[src/rtl/demux_1n_stripe_if.sv]
// Bus bundle for the 1:N striping demux: symbol stream and link
// controls in, striped lane group plus strobes and group count out.
// Ports: in0, valid_in0, active_lanes, flush (to demux);
//        out_data, valid_out, group_cnt (from demux).
interface demux_1n_stripe_if #(
    parameter int WIDTH = 8,
    parameter int LANES = 4
);
    logic [WIDTH-1:0]       in0;
    logic                   valid_in0;
    logic [3:0]             active_lanes;
    logic                   flush;
    logic [LANES*WIDTH-1:0] out_data;
    logic [LANES-1:0]       valid_out;
    logic [15:0]            group_cnt;

    modport master (
        output in0, valid_in0, active_lanes, flush,
        input  out_data, valid_out, group_cnt
    );

    modport slave (
        input  in0, valid_in0, active_lanes, flush,
        output out_data, valid_out, group_cnt
    );
endinterface

[src/rtl/demux_1n_stripe.sv]
// 1:N round-robin striping demux: gathers symbols into lanes
// 0..cur_lanes-1 and emits the group one cycle after its last symbol.
// Ports: clk4f (byte-rate clock), reset (sync, active low),
//        bus (slave side of demux_1n_stripe_if).
module demux_1n_stripe #(
    parameter int WIDTH = 8,
    parameter int LANES = 4
) (
    input  logic                clk4f,
    input  logic                reset,
    demux_1n_stripe_if.slave    bus
);
    localparam logic [3:0] LANES_W = 4'(LANES);

    logic [3:0]             ptr;
    logic [3:0]             cur_lanes;
    logic [LANES-1:0][WIDTH-1:0] gather;
    logic [LANES*WIDTH-1:0] out_data;
    logic [LANES-1:0]       valid_out;
    logic [15:0]            group_cnt;

    logic [3:0]             eff_lanes;
    logic [3:0]             width;
    logic [3:0]             fill;
    logic                   last;
    logic                   emit;
    logic [LANES*WIDTH-1:0] emit_data;
    logic [LANES-1:0]       emit_valid;

    always_comb begin
        eff_lanes = bus.active_lanes;
        if (bus.active_lanes == 4'd0 || bus.active_lanes > LANES_W) begin
            eff_lanes = LANES_W;
        end
        // A new group samples the link width; mid-group it is frozen.
        width = (ptr == 4'd0) ? eff_lanes : cur_lanes;
        // Lanes holding data once this cycle's symbol is counted.
        fill  = ptr + {3'd0, bus.valid_in0};
        last  = bus.valid_in0 && (ptr == width - 4'd1);
        emit  = last || (bus.flush && fill != 4'd0);
    end

    always_comb begin
        emit_data  = '0;
        emit_valid = '0;
        for (int k = 0; k < LANES; k++) begin
            if (k < int'(fill)) begin
                emit_valid[k] = 1'b1;
                if (k == int'(ptr)) begin
                    emit_data[k*WIDTH +: WIDTH] = bus.in0;
                end else begin
                    emit_data[k*WIDTH +: WIDTH] = gather[k];
                end
            end
        end
    end

    always_ff @(posedge clk4f) begin
        if (!reset) begin
            ptr       <= 4'd0;
            cur_lanes <= LANES_W;
            gather    <= '0;
            out_data  <= '0;
            valid_out <= '0;
            group_cnt <= 16'd0;
        end else begin
            cur_lanes <= width;
            if (emit) begin
                out_data  <= emit_data;
                valid_out <= emit_valid;
                ptr       <= 4'd0;
                // Cleared so unfilled lanes of the next group read 0.
                gather    <= '0;
                group_cnt <= group_cnt + 16'd1;
            end else begin
                valid_out <= '0;
                if (bus.valid_in0) begin
                    for (int k = 0; k < LANES; k++) begin
                        if (k == int'(ptr)) begin
                            gather[k] <= bus.in0;
                        end
                    end
                    ptr <= ptr + 4'd1;
                end
            end
        end
    end

    assign bus.out_data  = out_data;
    assign bus.valid_out = valid_out;
    assign bus.group_cnt = group_cnt;
endmodule

[src/flat_wrapper.sv]
// flat-port wrapper written by rule: the top's interface ports become plain ports
module demux_1n_stripe_flat 
#(
    parameter int WIDTH = 8,
    parameter int LANES = 4
)
  (clk4f, reset, bus_in0, bus_valid_in0, bus_active_lanes, bus_flush, bus_out_data, bus_valid_out, bus_group_cnt);
  demux_1n_stripe_if #(.WIDTH(WIDTH), .LANES(LANES)) bus_i ();
  input  logic clk4f;
  input  logic reset;
  input wire logic [$bits(bus_i.in0)-1:0] bus_in0;
  input wire logic [$bits(bus_i.valid_in0)-1:0] bus_valid_in0;
  input wire logic [$bits(bus_i.active_lanes)-1:0] bus_active_lanes;
  input wire logic [$bits(bus_i.flush)-1:0] bus_flush;
  output wire logic [$bits(bus_i.out_data)-1:0] bus_out_data;
  output wire logic [$bits(bus_i.valid_out)-1:0] bus_valid_out;
  output wire logic [$bits(bus_i.group_cnt)-1:0] bus_group_cnt;
  assign bus_i.in0 = bus_in0;
  assign bus_i.valid_in0 = bus_valid_in0;
  assign bus_i.active_lanes = bus_active_lanes;
  assign bus_i.flush = bus_flush;
  assign bus_out_data = bus_i.out_data;
  assign bus_valid_out = bus_i.valid_out;
  assign bus_group_cnt = bus_i.group_cnt;
  demux_1n_stripe #(.WIDTH(WIDTH), .LANES(LANES)) u_core (.clk4f(clk4f), .reset(reset), .bus(bus_i));
endmodule
[config.mk]
export PLATFORM = sky130hd
export DESIGN_NAME = demux_1n_stripe_flat
export DESIGN_NICKNAME = d
export VERILOG_FILES = /design/src/rtl/demux_1n_stripe_if.sv /design/src/rtl/demux_1n_stripe.sv /design/src/flat_wrapper.sv
export SDC_FILE = /design/constraint.sdc
export NUM_CORES = 1
export LEC_CHECK = 0
export ABC_AREA = 0
export BUFFER_PORTS_ARGS = -buffer_cell sky130_fd_sc_hd__buf_2
export CORE_UTILIZATION = 49
export DETAILED_ROUTE_END_ITERATION = 16
export PLACE_DENSITY = 0.71
export SYNTH_ARGS = -nofsm -noshare
export SYNTH_HDL_FRONTEND = slang
export SYNTH_SLANG_ARGS = --single-unit
[constraint.sdc]
create_clock -name clk4f -period 3 [get_ports clk4f]
set_input_delay 0.45 -clock clk4f [delete_from_list [all_inputs] [get_ports clk4f]]
set_output_delay 0.45 -clock clk4f [all_outputs]
set_load 0.05 [all_outputs]
== Word-level counts from Yosys, hierarchy flattened ==
Cells that the tools add are included.

* Input bits: 16
* Logic and storage cells: 47
* Output and inout port bits: 52
* Register bits: 92

* $add $sub $neg: 4
* Muxes and demuxes: 14
* Bitwise gates (word level): 1
* Equality and inequality tests: 4
* Reductions and logical operators: 10
* Magnitude comparators: 5

{| class="wikitable"
|+ Operators with widths
! operator !! count
|-
| $mux W8 || 8
|-
| $add A16 B1 Y16 const B || 1
|-
| $logic_not A4 Y1 || 3
|-
| $eq A3 B4 Y1 const A || 2
|-
| $lt A1 B4 Y1 const A || 2
|-
| $lt A2 B4 Y1 const A || 2
|-
| $mux W4 || 2
|-
| $add A4 B1 Y4 || 1
|-
| $add A4 B1 Y4 const B || 1
|-
| $eq A2 B4 Y1 const A || 1
|-
| $eq A4 B4 Y1 || 1
|-
| $gt A4 B3 Y1 const B || 1
|-
| $mux W1 || 4
|-
| $reduce_bool A4 Y1 || 1
|-
| $sub A4 B1 Y4 const B || 1
|-
| $logic_and A1 B1 Y1 || 2
|-
| $logic_or A1 B1 Y1 || 2
|-
| $reduce_and A2 Y1 || 1
|-
| $reduce_or A2 Y1 || 1
|-
| $not A1 Y1 || 1
|}

== Depth between registers and ports, before layout ==
* Word-level depth: 9
* Gate-level depth with buffers: 14
* Depth with buffers taken out: 12

== Least setup slack after synthesis ==
Ideal clock, no wire load.

* Path kind: register to register
* Start: reg u_core.ptr[0]
* End: reg u_core.group_cnt[1], in the netlist u_core.bus.group_cnt[1]
* Library setup time: 128 ps
* Data arrival time: 2767 ps
* Path buffers: 2
* Data required time: 2872 ps
* Stages on the path, launching flop included: 15
* Path slack: 105 ps
* Clock period less this slack: 2895 ps
* Cell sequence: dfxtp_1 inv_1 ha_1 nor3b_4 and3_1 a21oi_1 ha_1 xor2_1 nor4_1 a311o_1 a31oi_4 buf_6 buf_4 mux2i_1 nor2_1

* Word-level cells in the longest chain between the ends: 6
* Elaborated cells on any way between the ends: 9
* Those cells by class: 2 x add/sub; 1 x eq/ne; 1 x mux; 5 x reduce/logical

{| class="wikitable"
|+ Ends and longest elaborated chain
! what !! RTL line !! source
|-
| start, declared || demux_1n_stripe.sv:15 || <nowiki>logic [3:0] ptr;</nowiki>
|-
| start signal, assigned || demux_1n_stripe.sv:83 || <nowiki>ptr <= ptr + 4'd1;</nowiki>
|-
| $logic_not A4 Y1 || demux_1n_stripe.sv:36 || <nowiki>width = (ptr == 4'd0) ? eff_lanes : cur_lanes;</nowiki>
|-
| $mux W4 || demux_1n_stripe.sv:36 ||
|-
| $sub A4 B1 Y4 || demux_1n_stripe.sv:39 || <nowiki>last = bus.valid_in0 && (ptr == width - 4'd1);</nowiki>
|-
| $eq A4 B4 Y1 || demux_1n_stripe.sv:39 ||
|-
| $logic_and A1 B1 Y1 || demux_1n_stripe.sv:39 ||
|-
| $logic_or A1 B1 Y1 (*) || demux_1n_stripe.sv:40 || <nowiki>emit = last || (bus.flush && fill != 4'd0);</nowiki>
|-
| end signal, assigned || demux_1n_stripe.sv:74 || <nowiki>group_cnt <= group_cnt + 16'd1;</nowiki>
|-
| end, declared || demux_1n_stripe.sv:20 || <nowiki>logic [15:0] group_cnt;</nowiki>
|}

Mark *: on every way between the ends. The rest lies on a longest branch, timed or not.
A chain may end at the register's enable or synchronous reset.

== Worst setup path in the final report ==
* Start: reg u_core.ptr[1]
* End: reg u_core.group_cnt[5], in the netlist u_core.bus.group_cnt[5]

The elaborated chain is that of the path after synthesis.

==> results.toml <==
[status]
outcome = "complete, no violations"

[synthesis]
synth_area_um2 = 3990
synthArstFlopShare = 0
ys_types = 43
yosysTopAreaCellShare = 0.461
syn_inst = 434
ys_warn_count = 0
synth_ff_type = "dfxtp_1"
synth.area.top_cells = "dfxtp_1 46%, mux2i_1 9.3%, nand2_1 7.3%"
synth-edff-count = 0
synth-seq-cells = 92
synthesis.nets = 458
synthTopCellsByCount = "92 x dfxtp_1, 78 x nand2_1, 45 x a21oi_1"
yosys.cell_count.top_type = "dfxtp_1"
synth_top_area_cell = "dfxtp_1"
ys_seq_area_frac = 0.461
post_synth.cell_area_avg_um2 = 9.20

[power_and_ir_drop]
seqPwrFrac = 0.498
ir_drop_mv = 0.443
p_clk_frac = 0.317
switching_share = 0.312
internal_power_mw = 1.77
power_leakage_nw = 1.90
power.switching_mw = 0.804
powerDensity_nw_per_um2 = 538
combPwrFrac = 0.185

[critical_path]
crit_type = "flop to flop"
cp.depth = 13
path_buf_inv = 2
startpoint_type = "flop"
path_max_fanout = 8
r2r_end = "u_core.bus.group_cnt[5]"
crit_start = "u_core.ptr[1]"
arrival_ns = 3.23
path_cells = "inv_2 -> ha_4 -> nor3b_4 -> and3_1 -> a21oi_1 -> ha_2 -> xor2_2 -> nor4_2 -> a311o_1 -> a31oi_4 -> buf_6 -> or4_1 -> a21oi_2"
worstPathRequired_ns = 3.30
r2r_slack_ns = 0.07
endpoint = "u_core.bus.group_cnt[5]"
cpLargestDelayFamily = "simple AND/OR/NAND/NOR gates"
crit_path_top_delay_cell = "or4_1"
r2r_cells = 13
slowest_delay_ns = 0.48
cp-end-kind = "flop"
reg2reg_from = "u_core.ptr[1]"

[cts]
cts_tree = "yes"
clock_path_buffers = 2
cts_hold_buf = 0
root_buffer = "clkbuf_8"
ctsHtreeMaxLevel = 3
clk_latency_ns = 0.37
cts.sinks = 92
cts_buffers = 9
clk_pin_slew_ns = 0.10

[sta]
setup_viol = 0
relSlewSlack = 0.532
post-route-period-util = 0.977
min_period_ns = 2.93
finalMaxSlewViolations = 0
finClkSkew_ns = 0.0103
finalSetupTns_ns = 0
worst_pin_slew_ns = 0.701
finalHoldViolCount = 0
max_freq_mhz = 341

[global_routing]
overflow = 0
grt_busiest_layer = "met2"
grt_pass1_wl_mm = 14.6
grtUsageMet3 = 0.0464
use_met2 = 0.355
grt.total_usage = 0.219
grtUsageMet1 = 0.279
grt_pass1_vias = 3079
grt_antenna_before_repair = 0
grt_max_degree = 37

[cells_and_area]
drive_above_1_share = 0.264
layout.nets = 530
n_antenna_cell = 0
n_fill_cell = 696
final_area_um2 = 4790
areaGrowthSynthToFinish_pct = 19.9

[place]
dpl_cell_area_um2 = 4430
gp_congestion = 0.758
place.port_buffers = 67
dp_hpwl_mm = 6.07

[floorplanning]
dieWidth_um = 92.3
die-area_um2 = 8510
rows = 32
initial_utilization = 0.511
die_h_um = 92.3
coreArea_um2 = 7810
pin_count = 68

[worst_hold_path]
min_path_type = "input port to flop"

[detailed_routing]
num_vias = 3341
wire_per_inst_um = 15.3
ant_nets = 0
via_per_inst = 5.45
drt_wl_total_mm = 9.37
drtIter0Drc = 147
first_pass_iters = 5
route.detailed.drc = 0

[run]
max_cap_viol_count = 0
how the worst min path moves through the flow:
stage | cells after the start | startpoint | endpoint
floorplan | 2 | u_core.gather[19] | u_core.gather[19]
global placement | 1 | u_core.bus.out_data[10] | u_core.bus.out_data[10]
detailed placement | 1 | u_core.bus.out_data[10] | u_core.bus.out_data[10]
CTS | 3 | bus_in0[7] | u_core.gather[23]
global route | 3 | bus_in0[2] | u_core.gather[18]
finish | 3 | bus_in0[7] | u_core.gather[23]
worst register-to-register path: cells and delay by family, from the launching register on:
| kind | cells | cell delay, ns |
|---|---|---|
| and+or+nand+nor | 4 | 1.17 |
| AOI/OAI and AO/OA | 4 | 0.61 |
| adders and majority gates | 2 | 0.36 |
| DFF | 1 | 0.33 |
| buffers and inverters | 2 | 0.24 |
| xor gates and xnor gates | 1 | 0.15 |
metrics by stage:
stage	hold slack [ns]	cells	total power, mW	setup slack, ns	utilization
after global placement	0.441	587	1.72	0.114	0.567
after global routing	0.389	613	2.68	-0.0785	0.613
final	0.396	613	2.58	0.0680	0.613
after detailed placement	0.443	587	1.73	-0.0200	0.567
after CTS	0.389	604	2.54	0.000787	0.594
after floorplan	0.434	434	1.63	0.105	-
power by group through the flow:
| stage | registers [mW] | clock network, mW | logic (mW) |
|---|---|---|---|
| global route | 1.29 | 0.884 | 0.512 |
| global placement | 1.31 | 0 | 0.416 |
| detailed placement | 1.31 | 0 | 0.423 |
| CTS | 1.28 | 0.826 | 0.432 |
| floorplan | 1.38 | 0 | 0.253 |
| finish | 1.28 | 0.816 | 0.477 |
cells in the final DEF (no fill, tap or decap), types with 3 or more instances in the layout:
cell type / instances
a21oi_1: 44
and2_1: 5
and3_1: 6
buf_2: 67
buf_4: 20
buf_6: 3
clkbuf_8: 10
dfxtp_1: 90
ha_1: 6
inv_1: 7
mux2i_1: 36
nand2_1: 78
nand3_1: 8
nand4_1: 4
nor2_1: 13
nor3_1: 3
o21a_1: 4
o21ai_0: 8
o2bb2ai_1: 30
o31a_1: 3
or2_2: 3
or3_1: 9
xor2_1: 5
per-layer routing:
layer	share of wire	vias up	routed length, µm
met5	0	-	0
met1	0.45	1558	4250
met4	0.026	0	245
met3	0.041	20	386
met2	0.48	93	4490
li1	-	1670	-
sequential cells by signal, indices dropped and copies added, names as in the netlist:
register,cells
u_core.bus.out_data,32
u_core.ptr,4
u_core.bus.valid_out,4
u_core.bus.group_cnt,16
u_core.cur_lanes,4
u_core.gather,32
kinds of logic (layout without fill, tap and decap cells):
logic type / count (synthesis) / in the layout / share of synthesized area
AND/OR/NAND/NOR: 144 / 145 / 0.176
AO/OA/AOI/OAI: 105 / 105 / 0.181
flip-flops: 92 / 92 / 0.461
buffers and inverters: 40 / 116 / 0.0461
multiplexers: 37 / 37 / 0.0928
adder cells (fa/ha/maj): 8 / 8 / 0.0251
XOR/XNOR: 8 / 8 / 0.0176
repair_timing:
action                                  4_1_cts  5_1_grt
gates resized for setup                       1       20
endpoints found under the setup margin       27       86
pin swaps                                     1        9
gates cloned                                  0        1
buffers inserted                              1        8
area by class of cell:
| class | count | area, µm² | share of cell area |
|---|---|---|---|
| repair buffers | 91 | 539 | 0.113 |
| clock inverters | 6 | 55.1 | 0.0115 |
| inverters | 9 | 33.8 | 0.00706 |
| flip-flops and latches | 92 | 1840 | 0.385 |
| well taps | 102 | 128 | 0.0267 |
| clock buffers | 10 | 138 | 0.0287 |
| multi-input cells | 303 | 2050 | 0.428 |
Note: power is estimated with default switching activity, not from simulation.
